## src/rtl/cpu_seq_pkg.sv

```systemverilog
// Shared stage encoding for the multi-cycle RV32I sequencer and the datapath units that decode it.
package cpu_seq_pkg;

    localparam int unsigned StateW = 4;

    typedef enum logic [StateW-1:0] {
        StIdle   = 4'd0,
        StFetch  = 4'd1,
        StDecode = 4'd2,
        StRead   = 4'd3,
        StExec   = 4'd4,
        StMem    = 4'd5,
        StWb     = 4'd6,
        StPcUpd  = 4'd7,
        StFault  = 4'd8,
        StHalted = 4'd9
    } state_e;

    // Stages that wait on a memory handshake and therefore run the timeout counter.
    function automatic logic is_wait_state(state_e s);
        return (s == StFetch) || (s == StMem);
    endfunction

endpackage

```

## src/rtl/seq_wait_timer.sv

```systemverilog
// Clearable saturating counter of unacknowledged memory-request cycles; flags when WAIT_MAX is reached.
module seq_wait_timer #(
    parameter int unsigned WAIT_MAX = 15
) (
    input  logic clk_i,
    input  logic rst_ni,
    input  logic clear_i,
    input  logic inc_i,
    output logic limit_hit_o
);

    localparam int unsigned CntW = (WAIT_MAX < 1) ? 1 : $clog2(WAIT_MAX + 1);
    localparam logic [CntW-1:0] Limit = CntW'(WAIT_MAX);

    logic [CntW-1:0] cnt_q, cnt_d;

    always_comb begin
        cnt_d = cnt_q;
        if (clear_i) begin
            cnt_d = '0;
        end else if (inc_i && (cnt_q != Limit)) begin
            cnt_d = cnt_q + 1'b1;
        end
    end

    always_ff @(posedge clk_i) begin
        if (!rst_ni) begin
            cnt_q <= '0;
        end else begin
            cnt_q <= cnt_d;
        end
    end

    assign limit_hit_o = (cnt_q == Limit);

endmodule

```

## src/rtl/cpu_sequencer.sv

```systemverilog
// Central control FSM stepping the shared datapath through fetch..PC update with memory stall timeout.
// Optional single-step/halt debug support is enabled by defining CPU_SEQ_DEBUG_EN.
module cpu_sequencer
    import cpu_seq_pkg::*;
#(
    parameter int unsigned WAIT_MAX = 15,
    parameter int unsigned CNT_W    = 32
) (
    input  logic             clk_i,
    input  logic             rst_ni,
    input  logic             imem_ready_i,
    input  logic             dmem_ready_i,
    input  logic             is_load_i,
    input  logic             is_store_i,
    input  logic             rd_en_i,
    input  logic             taken_branch_i,
    output logic [3:0]       state_o,
    output logic             imem_req_o,
    output logic             dmem_req_o,
    output logic             rf_we_o,
    output logic             pc_we_o,
    output logic             pc_sel_o,
    output logic             retire_o,
    output logic [CNT_W-1:0] instr_count_o,
`ifdef CPU_SEQ_DEBUG_EN
    input  logic             halt_req_i,
    input  logic             step_i,
    output logic             halted_o,
`endif
    output logic             fault_o
);

    state_e           state_q, state_d;
    logic             pc_sel_q, pc_sel_d;
    logic [CNT_W-1:0] count_q, count_d;
    logic             limit_hit;
    logic             wait_inc;

    assign wait_inc = ((state_q == StFetch) && !imem_ready_i) ||
                      ((state_q == StMem) && !dmem_ready_i);

    // Counter is held at zero outside FETCH/MEM, so it starts from zero on every entry.
    seq_wait_timer #(
        .WAIT_MAX (WAIT_MAX)
    ) u_wait_timer (
        .clk_i       (clk_i),
        .rst_ni      (rst_ni),
        .clear_i     (!is_wait_state(state_q)),
        .inc_i       (wait_inc),
        .limit_hit_o (limit_hit)
    );

    always_comb begin
        state_d = state_q;
        unique case (state_q)
            StIdle:   state_d = StFetch;
            StFetch: begin
                if (imem_ready_i) begin
                    state_d = StDecode;
                end else if (limit_hit) begin
                    state_d = StFault;
                end
            end
            StDecode: state_d = StRead;
            StRead:   state_d = StExec;
            StExec: begin
                if (is_load_i || is_store_i) begin
                    state_d = StMem;
                end else if (rd_en_i) begin
                    state_d = StWb;
                end else begin
                    state_d = StPcUpd;
                end
            end
            StMem: begin
                if (dmem_ready_i) begin
                    state_d = (is_load_i && rd_en_i) ? StWb : StPcUpd;
                end else if (limit_hit) begin
                    state_d = StFault;
                end
            end
            StWb:     state_d = StPcUpd;
`ifdef CPU_SEQ_DEBUG_EN
            StPcUpd:  state_d = halt_req_i ? StHalted : StFetch;
            StHalted: begin
                if (step_i || !halt_req_i) begin
                    state_d = StFetch;
                end
            end
`else
            StPcUpd:  state_d = StFetch;
            StHalted: state_d = StFetch;
`endif
            StFault:  state_d = StFault;
            default:  state_d = StIdle;
        endcase
    end

    always_comb begin
        pc_sel_d = pc_sel_q;
        count_d  = count_q;
        if (state_q == StExec) begin
            pc_sel_d = taken_branch_i;
        end
        if (state_q == StPcUpd) begin
            count_d = count_q + 1'b1;
        end
    end

    always_ff @(posedge clk_i) begin
        if (!rst_ni) begin
            state_q  <= StIdle;
            pc_sel_q <= 1'b0;
            count_q  <= '0;
        end else begin
            state_q  <= state_d;
            pc_sel_q <= pc_sel_d;
            count_q  <= count_d;
        end
    end

    assign state_o       = state_q;
    assign imem_req_o    = (state_q == StFetch);
    assign dmem_req_o    = (state_q == StMem);
    assign rf_we_o       = (state_q == StWb);
    assign pc_we_o       = (state_q == StPcUpd);
    assign retire_o      = (state_q == StPcUpd);
    assign fault_o       = (state_q == StFault);
    assign pc_sel_o      = pc_sel_q;
    assign instr_count_o = count_q;
`ifdef CPU_SEQ_DEBUG_EN
    assign halted_o      = (state_q == StHalted);
`endif

endmodule

```

## config.mk

```make
export PLATFORM = sky130hd
export DESIGN_NAME = cpu_sequencer
export DESIGN_NICKNAME = d
export VERILOG_FILES = /design/src/rtl/cpu_seq_pkg.sv /design/src/rtl/seq_wait_timer.sv /design/src/rtl/cpu_sequencer.sv
export SDC_FILE = /design/constraint.sdc
export NUM_CORES = 1
export LEC_CHECK = 0
export CAP_MARGIN = 10
export CORE_UTILIZATION = 50
export CTS_CLUSTER_SIZE = 20
export DETAILED_ROUTE_END_ITERATION = 10
export PLACE_DENSITY = 0.78
export SLEW_MARGIN = 20
export SYNTH_ARGS = -nofsm -noshare
export SYNTH_HDL_FRONTEND = slang
export SYNTH_HIERARCHICAL = 1
export SYNTH_SLANG_ARGS = --single-unit
```

## constraint.sdc

```tcl
create_clock -name clk_i -period 3.95 [get_ports clk_i]
set_clock_uncertainty 0.05 [all_clocks]
set_input_delay 0.9875 -clock clk_i [delete_from_list [all_inputs] [get_ports clk_i]]
set_output_delay 0.9875 -clock clk_i [all_outputs]
set_load 0.03 [all_outputs]
```

## Word level (Yosys, flattened, before mapping)

Index checks and enable logic that the tools add are counted.

| word-level totals | value |
|---|---|
| bits of input ports | 8 |
| output and inout bits | 43 |
| logic and storage cells | 36 |
| bits in registers | 41 |

| operators by class | value |
|---|---|
| add/subtract/negate cells | 2 |
| reduce and logical (&&, ||, !) cells | 12 |
| eq/ne operators | 11 |
| mux-type cells | 7 |

Operators with widths:

| operator | number |
|---|---|
| $add 32x1->32 const B | 1 |
| $pmux 4 s8 | 1 |
| $eq 4x3->1 const B | 4 |
| $eq 4x4->1 const B | 3 |
| $mux 4 | 3 |
| $eq 4x2->1 const B | 2 |
| $add 4x1->4 const B | 1 |
| $eq 4x1->1 const B | 1 |
| $logic_and 1x1->1 | 4 |
| $logic_not 4->1 | 1 |
| $ne 4x4->1 const B | 1 |
| $logic_or 1x1->1 | 3 |
| $reduce_or 3->1 | 1 |
| $logic_not 1->1 | 2 |
| $mux 1 | 2 |
| $mux 2 | 1 |
| $reduce_and 2->1 | 1 |

## Depth between registers and ports, before layout

Gate-level depths: netlist of run 1.

| depth | value |
|---|---|
| depth after elaboration | 4 |
| mapped depth | 7 |
| mapped depth without buffers | 5 |

## Hierarchy

Netlist of run 1, hierarchy kept.

Modules (own cells, without submodules):

| module | area each (um^2) | sequential area each (um^2) | cells an instance | instances |
|---|---|---|---|---|
| cpu_sequencer | 1885.6 | 740.7 | 227 | 1 |
| seq_wait_timer | 197.7 | 80.1 | 22 | 1 |

## Worst setup path after synthesis of run 1

Ideal clock, no wire load.

| timing path | value |
|---|---|
| kind | in2reg |
| start point | in imem_ready_i |
| end point | reg u_wait_timer.cnt_q[0] |
| arrival time | 2.854 ns |
| slack | 0.976 ns |
| data required time | 3.830 ns |
| stages on the path | 5 |
| setup time | 0.070 ns |
| cells stage by stage | nor2b_1 -> a2111oi_0 -> clkinv_1 -> or3_1 -> a21oi_1 |

| on the way | value |
|---|---|
| word-level cells in the longest chain between the ends | 4 |

Ends and longest elaborated chain:

| what | line | source |
|---|---|---|
| start: declaration | cpu_sequencer.sv:11 | `input logic imem_ready_i,` |
| $logic_not 1->1 | cpu_sequencer.sv:39 | `assign wait_inc = ((state_q == StFetch) && !imem_ready_i) \|\|` |
| $logic_and 1x1->1 | cpu_sequencer.sv:39 |  |
| $logic_or 1x1->1 | cpu_sequencer.sv:39 |  |
| net wait_inc | cpu_sequencer.sv:37 | `logic wait_inc;` |
| $logic_and 1x1->1 | seq_wait_timer.sv:21 | `end else if (inc_i && (cnt_q != Limit)) begin` |
| end signal: assignment | seq_wait_timer.sv:30 | `cnt_q <= cnt_d;` |
| end: declaration | seq_wait_timer.sv:15 | `logic [CntW-1:0] cnt_q, cnt_d;` |

The timed path passes the listed nets, and every way through them passes these cells.
A chain may end at the register's enable or synchronous reset.

## Worst setup path in the final report of run 1

| timing path | value |
|---|---|
| start point | reg state_q[0] (netlist: state_o[0]) |
| end point | out imem_req_o |

| on the way | value |
|---|---|
| word-level cells in the longest chain between the ends | 1 |

Ends and longest elaborated chain:

| what | line | source |
|---|---|---|
| start: declaration | cpu_sequencer.sv:33 | `state_e state_q, state_d;` |
| start signal: assignment | cpu_sequencer.sv:112 | `state_q <= StIdle;` |
| start signal: assignment | cpu_sequencer.sv:116 | `state_q <= state_d;` |
| $eq 4x1->1 | cpu_sequencer.sv:123 | `assign imem_req_o = (state_q == StFetch);` |
| end: declaration | cpu_sequencer.sv:18 | `output logic imem_req_o,` |

Every way passes these cells.

==> results.json, run 1 <==
{
  "outcome": "finished, final reports clean",
  "synth_area_leader_cell": "dfxtp_1",
  "clkSlewWorstSetupHoldPaths_ps": 70,
  "drive_above_1_share": 0.0479,
  "cts_tree": "done",
  "hp-class": "reg -> reg",
  "synth_area_um2": 2080,
  "layout_common_cells": "50 x clkdlybuf4s50_1, 41 x dfxtp_1, 30 x a21oi_1",
  "avgViaCountPerCell": 5.83,
  "place_congestion": 0.902,
  "ys.flop_type": "dfxtp_1",
  "rsz0062_at_grt": "no",
  "grt_pass1_wl_um": 7680,
  "ctsResizeCount": 0,
  "hold_depth": 2,
  "fin_ws_ps": 782,
  "r2r_cells": 5,
  "relSlewSlack": 0.569,
  "fin_crit_sh": 0.802,
  "synth_area_leaders": "dfxtp_1 39%, a21oi_1 7.2%, or4_1 5.4%, o31ai_1 4.7%, nand2_1 3.2%",
  "syn_nets": 259,
  "pin_count": 51,
  "syn_avg_cell_area_um2": 8.37,
  "portBuffers": 50,
  "cts_setup_buffers": 0,
  "setup_violations": 0,
  "grt_overflow_total": 0,
  "rows": 23,
  "final_area_um2": 2650,
  "fp.dieArea_um2": 4430,
  "dr.pass1.iters": 4,
  "final.min_clock_period_ps": 3170,
  "ys_ff_latch": 41,
  "synth_compound_area_frac": 0.177,
  "h-tree-depth": 2,
  "diodes": 0,
  "cts_hold_buf": 0,
  "area_delta_synth_final_pct": 27.1,
  "synth_top_area_frac": 0.394,
  "initial_utilization": 0.521,
  "num-fill-cells": 349,
  "arrival_ps": 2130,
  "ctsRootBufferMaster": "clkbuf_8",
  "cts_max_path_buffers": 2,
  "startpoint_type": "flop",
  "synth_cell_types": 44,
  "synth_mux_area_frac": 0.00961,
  "drt_iter0_markers": 101,
  "hpwl_um": 3140,
  "wl_per_cell_um": 13.3,
  "nets": 302,
  "antenna_found_initial": 0,
  "yosys_warnings": 6,
  "grt.total_usage": 0.222,
  "place_inst": 335,
  "grt_pass1_vias": 1720,
  "cts-buffers-inserted": 5,
  "dieHeight_um": 66.6,
  "tightest_slew_ps": 643,
  "die_w_um": 66.6,
  "critPathRequiredTime_ps": 2910,
  "critPathMaxFanout": 11,
  "drv_cap": 0,
  "layout_commonest_cell": "clkdlybuf4s50_1",
  "stdcell_count": 342,
  "ant_nets": 0,
  "core_region_area_um2": 4000,
  "clock_sinks": 41,
  "placed_area_um2": 2560,
  "slew_violations": 0,
  "fin_setup_tns_ps": 0,
  "synthAdderAreaFrac": 0.0120,
  "crit_path_end_kind": "output pin",
  "yosysSeqAreaShare": 0.394,
  "synth_top_family_by_area": "simple AND/OR/NAND/NOR gates",
  "leakage_uw": 0.000867,
  "synth_cells": 249,
  "drcViolationCount": 0,
  "pre_cts_ws_ps": 1090,
  "hold_viol_final": 0,
  "vias": 1994,
  "synthSimpleGateAreaFrac": 0.308,
  "max_freq_mhz": 316,
  "routed_wl_um": 4550,
  "synth_edf_count": 0,
  "clkLatencyLatePin_ps": 290,
  "ys_async_sr_fraction": 0,
  "crit_type": "reg -> out",
  "p_per_area_nw_per_um2": 286,
  "final_util": 0.662,
  "ir_worst_vdd_mv": 0.182,
  "yosys.area_share.xor_xnor": 0.0378,
  "grt_max_degree": 25
}
-- path summary, 6_finish.rpt --
check	start	to	slack [ps]
hold reg to reg	instr_count_o[31]$_SDFFE_PN0P_	instr_count_o[31]$_SDFFE_PN0P_	420
setup / recovery	state_o[0]$_SDFF_PN0_	imem_req_o	780
hold / removal	instr_count_o[31]$_SDFFE_PN0P_	instr_count_o[31]$_SDFFE_PN0P_	420
setup reg to reg	instr_count_o[0]$_SDFFE_PN0P_	instr_count_o[20]$_SDFFE_PN0P_	1400
-- per-layer routing --
metal	vias to the layer above	track usage	part of all wire
li1	1013	-	-
met1	930	0.306	0.49
met2	43	0.347	0.46
met3	8	0.0428	0.040
met4	0	0.0665	0.013
met5	-	0	0
-- kinds of logic after synthesis --
family | count (synthesis)
simple gates | 109
compound gates | 62
flops | 41
buf+inv | 24
xor+xnor | 9
mux | 2
fa+ha+maj | 2
-- worst max-delay path, cell delays in order, from the launching register on --
cell and delay, ps:
dfxtp_1 580, nand2b_1 190, or2_2 320, nor2_1 90
clkdlybuf4s50_1 670
-- power by group --
part           internal [uW]  switching, uW
registers                416           8.45
logic                   26.6           31.6
clock network            139            135
-- flip-flops by register name, summed over array words and instances (netlist names) --
name and count:
u_wait_timer/cnt_q 4, instr_count_o 32, pc_sel_o 1, state_o 4
-- metrics by stage --
step | total power [uW] | hold slack [ps]
after global routing | 784 | 459
after floorplan | 471 | 417
final | 756 | 420
after CTS | 762 | 426
after global placement | 492 | 403
after detailed placement | 492 | 416
-- synthesized netlist by cell type (3+ instances only) --
library cell	n
a21oi_1	30
and3_1	6
buf_6	4
clkbuf_1	7
dfxtp_1	41
inv_1	5
nand2_1	18
nand2b_1	6
nand3_1	8
nand4_1	10
nor2_1	15
nor2b_1	3
nor3_1	5
nor4_1	4
o21ai_0	7
o21ai_1	3
o31ai_1	13
or3_1	8
or4_1	15
xnor2_1	5
xor2_1	4
-- area by class of cell --
class | count | area [um^2] | share of cell area
timing repair buffer | 52 | 515 | 0.195
inverter | 8 | 30.0 | 0.0113
multi-input combinational | 184 | 1130 | 0.428
tap | 50 | 62.6 | 0.0236
clock buffer | 7 | 86.3 | 0.0326
sequential | 41 | 821 | 0.310
(Power assumes the default switching activity.)
==> run 2, diff against run 1 <==
Settings changed: CORE_UTILIZATION 50 to 49, PLACE_DENSITY 0.78 to 0.76.
Clock period 3.95 ns to 3 ns, I/O delays scaled along.
==> run 2 against run 1 <==
Final area increased by 1.0%; die area grew 2.0%; register-to-register slack got worse by 900 ps; core utilization is 0.21 points higher; critical path type unchanged.
==> results.json, run 2 (synthesized netlist as in run 1, its figures left out) <==
{
  "final.min_clock_period_ps": 2880,
  "cts-buffers-inserted": 5,
  "diodes": 0,
  "grt_overflow_total": 0,
  "ctsResizeCount": 0,
  "antenna_found_initial": 0,
  "p_per_area_nw_per_um2": 368,
  "drive_above_1_share": 0.0673,
  "p_clk_frac": 0.353,
  "layout_common_cells": "50 x clkdlybuf4s50_1, 40 x dfxtp_1, 30 x a21oi_1",
  "arrival_ps": 2080,
  "area_delta_synth_final_pct": 28.4,
  "seq_area_um2": 822,
  "crit_path_end": "fault_o",
  "ant_nets": 0,
  "outcome": "finished, final reports clean",
  "fp.dieArea_um2": 4520,
  "drt_iter0_markers": 112,
  "ctsRootBufferMaster": "clkbuf_8",
  "place_congestion": 0.870,
  "wl_per_cell_um": 13.2,
  "routed_wl_um": 4570,
  "layout_commonest_cell": "clkdlybuf4s50_1",
  "hp-class": "reg -> reg",
  "vias": 1965,
  "nets": 306,
  "totalPowerFinal_uw": 985,
  "setup_violations": 0,
  "p_sw_frac": 0.243,
  "cp-startpoint": "state_o[2]$_SDFF_PN0_",
  "tightest_slew_ps": 629,
  "p_int_uw": 745,
  "portBuffers": 50,
  "max_freq_mhz": 347,
  "clock_sinks": 41,
  "num-fill-cells": 342,
  "min_from": "instr_count_o[31]$_SDFFE_PN0P_",
  "drv_cap": 0,
  "pwr-share-comb": 0.079,
  "pin_count": 51,
  "crit_type": "reg -> out",
  "critPathMaxFanout": 12,
  "grt.total_usage": 0.219,
  "p_sw_uw": 240,
  "rows": 23,
  "hold_slack_ps": 421,
  "cts_tree": "done",
  "r2r_cells": 5,
  "fin_crit_sh": 0.961,
  "placed_area_um2": 2590,
  "grt_pass1_wl_um": 7510,
  "rsz0062_at_grt": "no",
  "dieHeight_um": 67.2,
  "initial_utilization": 0.517,
  "relSlewSlack": 0.570,
  "multi_input_area_um2": 1130,
  "h-tree-depth": 2,
  "cts_hold_buf": 0,
  "ir_worst_vdd_mv": 0.266,
  "final_area_um2": 2680,
  "fin_ws_ps": 117,
  "die_w_um": 67.2,
  "hold_viol_final": 0,
  "pwr-share-seq": 0.568,
  "grt_max_degree": 20,
  "fin_setup_tns_ps": 0,
  "largest_reg_flops": 32,
  "critPathRequiredTime_ps": 2200,
  "clkLatencyLatePin_ps": 300,
  "hpwl_um": 3210,
  "crit_path_end_kind": "output pin",
  "dr.pass1.iters": 4,
  "cts_max_path_buffers": 2,
  "reg2reg_to": "instr_count_o[20]$_SDFFE_PN0P_",
  "core_region_area_um2": 4030,
  "avgViaCountPerCell": 5.66,
  "pre_cts_ws_ps": 243,
  "startpoint_type": "flop",
  "clkSlewWorstSetupHoldPaths_ps": 70,
  "r2r_setup_slack_ps": 500,
  "r2r_start": "instr_count_o[1]$_SDFFE_PN0P_",
  "cts_setup_buffers": 0,
  "drcViolationCount": 0,
  "slew_violations": 0,
  "grt_pass1_vias": 1657,
  "leakage_uw": 0.000889
}
## run 2: metal layers
metal	vias up	GRT usage	wire, um
met5	-	0	0
met1	896	0.294	2220
met4	0	0.0957	83
met3	7	0.0405	161
met2	39	0.340	2100
li1	1023	-	-
## run 2: through the flow
stage,cells,utilization
floorplan,249,-
detailed placement,339,0.643
global route,347,0.664
finish,347,0.664
CTS,347,0.664
global placement,339,0.643
## run 2: power by group through the flow
stage | combinational (uW) | sequential [uW] | clock, uW
finish | 77.8 | 559 | 348
global route | 85.3 | 561 | 381
CTS | 78.4 | 559 | 364
detailed placement | 78.2 | 572 | 0
global placement | 77.7 | 571 | 0
floorplan | 49.8 | 571 | 0
## run 2: worst max-delay path, stage by stage (launching register included)
cell and delay [ps]:
dfxtp_1 440, nor4b_1 570, clkdlybuf4s50_1 780
## run 2: layout make-up
cell class                 count  area share
multi-input combinational    184       0.423
sequential                    41       0.307
timing repair buffer          56       0.204
clock buffer                   6      0.0271
tap                           50      0.0234
inverter                       8      0.0112
clock inverter                 2     0.00374
## run 2: worst min path at each step
stage                                    endpoint  cells past startpoint
4_1_cts            instr_count_o[31]$_SDFFE_PN0P_                      2
3_3_place_gp       instr_count_o[31]$_SDFFE_PN0P_                      2
3_5_place_dp       instr_count_o[31]$_SDFFE_PN0P_                      2
5_1_grt            instr_count_o[31]$_SDFFE_PN0P_                      2
2_1_floorplan  u_wait_timer/cnt_q[3]$_SDFFE_PP0P_                      2
6_report           instr_count_o[31]$_SDFFE_PN0P_                      2
==> run 3, diff against run 2 <==
Settings changed: ABC_AREA set to 1, CORE_UTILIZATION 49 to 50, CTS_CLUSTER_SIZE 20 to not set, PLACE_DENSITY 0.76 to 0.75.
==> run 3 against run 2 <==
Highest routed layer unchanged; global-route usage rose by 2.6 points; sequential power barely moved; flip-flop and latch count did not move; core utilization fell by 0.38 points; hold slack barely moved; largest power group unchanged.
==> results.json, run 3 <==
{
  "largest_reg_flops": 32,
  "synth_edf_count": 0,
  "yosysSeqAreaShare": 0.336,
  "ir_worst_vdd_mv": 0.215,
  "portBuffers": 50,
  "fin_crit_sh": 0.894,
  "tightest_slew_ps": 396,
  "hp-class": "reg -> reg",
  "critPathMaxFanout": 5,
  "clkSlewWorstSetupHoldPaths_ps": 70,
  "grt_overflow_total": 0,
  "syn_nets": 391,
  "layout_common_cells": "82 x nand2_1, 71 x nor2_1, 54 x inv_1",
  "clkLatencyLatePin_ps": 300,
  "outcome": "finished, final reports clean",
  "yosys.area_share.xor_xnor": 0.00716,
  "synth_cell_types": 31,
  "leakage_uw": 0.00130,
  "grt_pass1_vias": 2256,
  "cts-buffers-inserted": 5,
  "final.min_clock_period_ps": 2680,
  "p_per_area_nw_per_um2": 349,
  "synth_cells": 381,
  "die_w_um": 71.9,
  "arrival_ps": 1880,
  "fin_setup_tns_ps": 0,
  "cts_max_path_buffers": 2,
  "initial_utilization": 0.518,
  "ys_async_sr_fraction": 0,
  "drv_cap": 0,
  "clock_sinks": 41,
  "drive_above_1_share": 0.0917,
  "drcViolationCount": 0,
  "synthAdderAreaFrac": 0.0102,
  "synth_area_leaders": "dfxtp_1 34%, nand2_1 13%, nor2_1 11%, inv_1 8.3%, nand3_1 7.0%",
  "placed_area_um2": 3020,
  "synthSimpleGateAreaFrac": 0.463,
  "startpoint_type": "flop",
  "slew_violations": 0,
  "layout_commonest_cell": "nand2_1",
  "core_region_area_um2": 4720,
  "diodes": 0,
  "crit_path_end_kind": "output pin",
  "rows": 25,
  "setup_violations": 0,
  "nets": 445,
  "ctsResizeCount": 0,
  "drt_iter0_markers": 133,
  "syn_avg_cell_area_um2": 6.42,
  "cp_slowest_cell": "clkdlybuf4s50_1",
  "synth_area_leader_cell": "dfxtp_1",
  "dieHeight_um": 71.9,
  "ant_nets": 0,
  "synth_top_area_frac": 0.336,
  "routed_wl_um": 6020,
  "synth_commonest_cells": "82 x nand2_1, 71 x nor2_1, 54 x inv_1",
  "place_congestion": 0.901,
  "crit_buf_inv": 3,
  "critPathRequiredTime_ps": 2200,
  "dr.pass1.iters": 4,
  "cts_hold_buf": 0,
  "grt_pass1_wl_um": 9890,
  "final_area_um2": 3120,
  "critical_path.max_stage_delay_ps": 670,
  "num-fill-cells": 441,
  "ctsRootBufferMaster": "clkbuf_8",
  "hpwl_um": 4670,
  "yosysMostFrequentCell": "nand2_1",
  "wl_per_cell_um": 12.0,
  "hold_viol_final": 0,
  "crit_family": "buffers and inverters",
  "yosys_warnings": 6,
  "path_common_cell": "inv_1",
  "ys.flop_type": "dfxtp_1",
  "avgViaCountPerCell": 4.98,
  "vias": 2505,
  "crit_chain": "inv_1, nor2_4, nand2_1, inv_1, clkdlybuf4s50_1",
  "grt.total_usage": 0.245,
  "antenna_found_initial": 0,
  "h-tree-depth": 2,
  "synth_compound_area_frac": 0.0880,
  "synth_top_family_by_area": "simple AND/OR/NAND/NOR gates",
  "pin_count": 51,
  "synth_area_um2": 2440,
  "cts_setup_buffers": 0,
  "crit_type": "reg -> out",
  "cts_tree": "done",
  "synth_mux_area_frac": 0,
  "ys_ff_latch": 41,
  "fp.dieArea_um2": 5170,
  "max_freq_mhz": 373,
  "grt_max_degree": 20,
  "rsz0062_at_grt": "no",
  "relSlewSlack": 0.735,
  "area_delta_synth_final_pct": 27.5
}
run 3: cell count changes after synthesis, moves of 8 or more:
cell,previous run,this run
a21oi_1,30,19
inv_1,5,54
nand2_1,18,82
nand3_1,8,34
nor2_1,15,71
o21ai_0,7,19
o31ai_1,13,0
or3_1,8,0
or4_1,15,0
run 3: report_power, final:
part           internal (uW)  switching, uW  total [uW]
combinational           47.8           81.4         129
sequential               551           9.50         560
clock                    208            192         400
run 3: routing by layer:
metal | routed length, um | up-vias | global-route usage
li1 | - | 1313 | -
met1 | 2960 | 1108 | 0.318
met2 | 2660 | 73 | 0.418
met3 | 297 | 11 | 0.0472
met4 | 95 | 0 | 0.0675
met5 | 0 | - | 0
run 3: final timing paths:
path,from,cells after the start,slack (ps),endpoint
setup reg to reg,state_o[2]$_SDFF_PN0_,7,1330,u_wait_timer/cnt_q[1]$_SDFFE_PP0P_
hold / removal,pc_sel_o$_SDFFE_PN0P_,2,420,pc_sel_o$_SDFFE_PN0P_
hold reg to reg,pc_sel_o$_SDFFE_PN0P_,2,420,pc_sel_o$_SDFFE_PN0P_
setup / recovery,state_o[2]$_SDFF_PN0_,5,320,dmem_req_o
run 3: cell type report:
type	instances	area, um^2	share of cell area
clock buffers	7	96.3	0.0309
clock inverters	1	5.00	0.00161
inverters	57	214	0.0686
multi-input cells	279	1390	0.446
flip-flops and latches	41	821	0.263
well taps	67	83.8	0.0269
repair buffers	51	508	0.163
run 3: cells by family after synthesis:
group | Yosys count
AOI/OAI and AO/OA | 42
buffers and inverters | 61
xor gates and xnor gates | 2
DFF | 41
adders and majority gates | 2
and+or+nand+nor | 233
run 3: worst min-delay path, cell delays in order, from the launching register on:
cell and delay [ps]:
dfxtp_1 320, nand2_1 60, a21oi_1 50
run 3: through the flow:
step | util | total power (uW) | setup WS, ps | hold slack [ps] | std cells
4_1_cts | 0.660 | 1100 | 321 | 424 | 503
3_5_place_dp | 0.639 | 702 | 643 | 414 | 495
3_3_place_gp | 0.639 | 701 | 662 | 404 | 495
2_1_floorplan | - | 656 | 778 | 441 | 381
6_report | 0.660 | 1090 | 318 | 421 | 503
5_1_grt | 0.660 | 1130 | 185 | 440 | 503
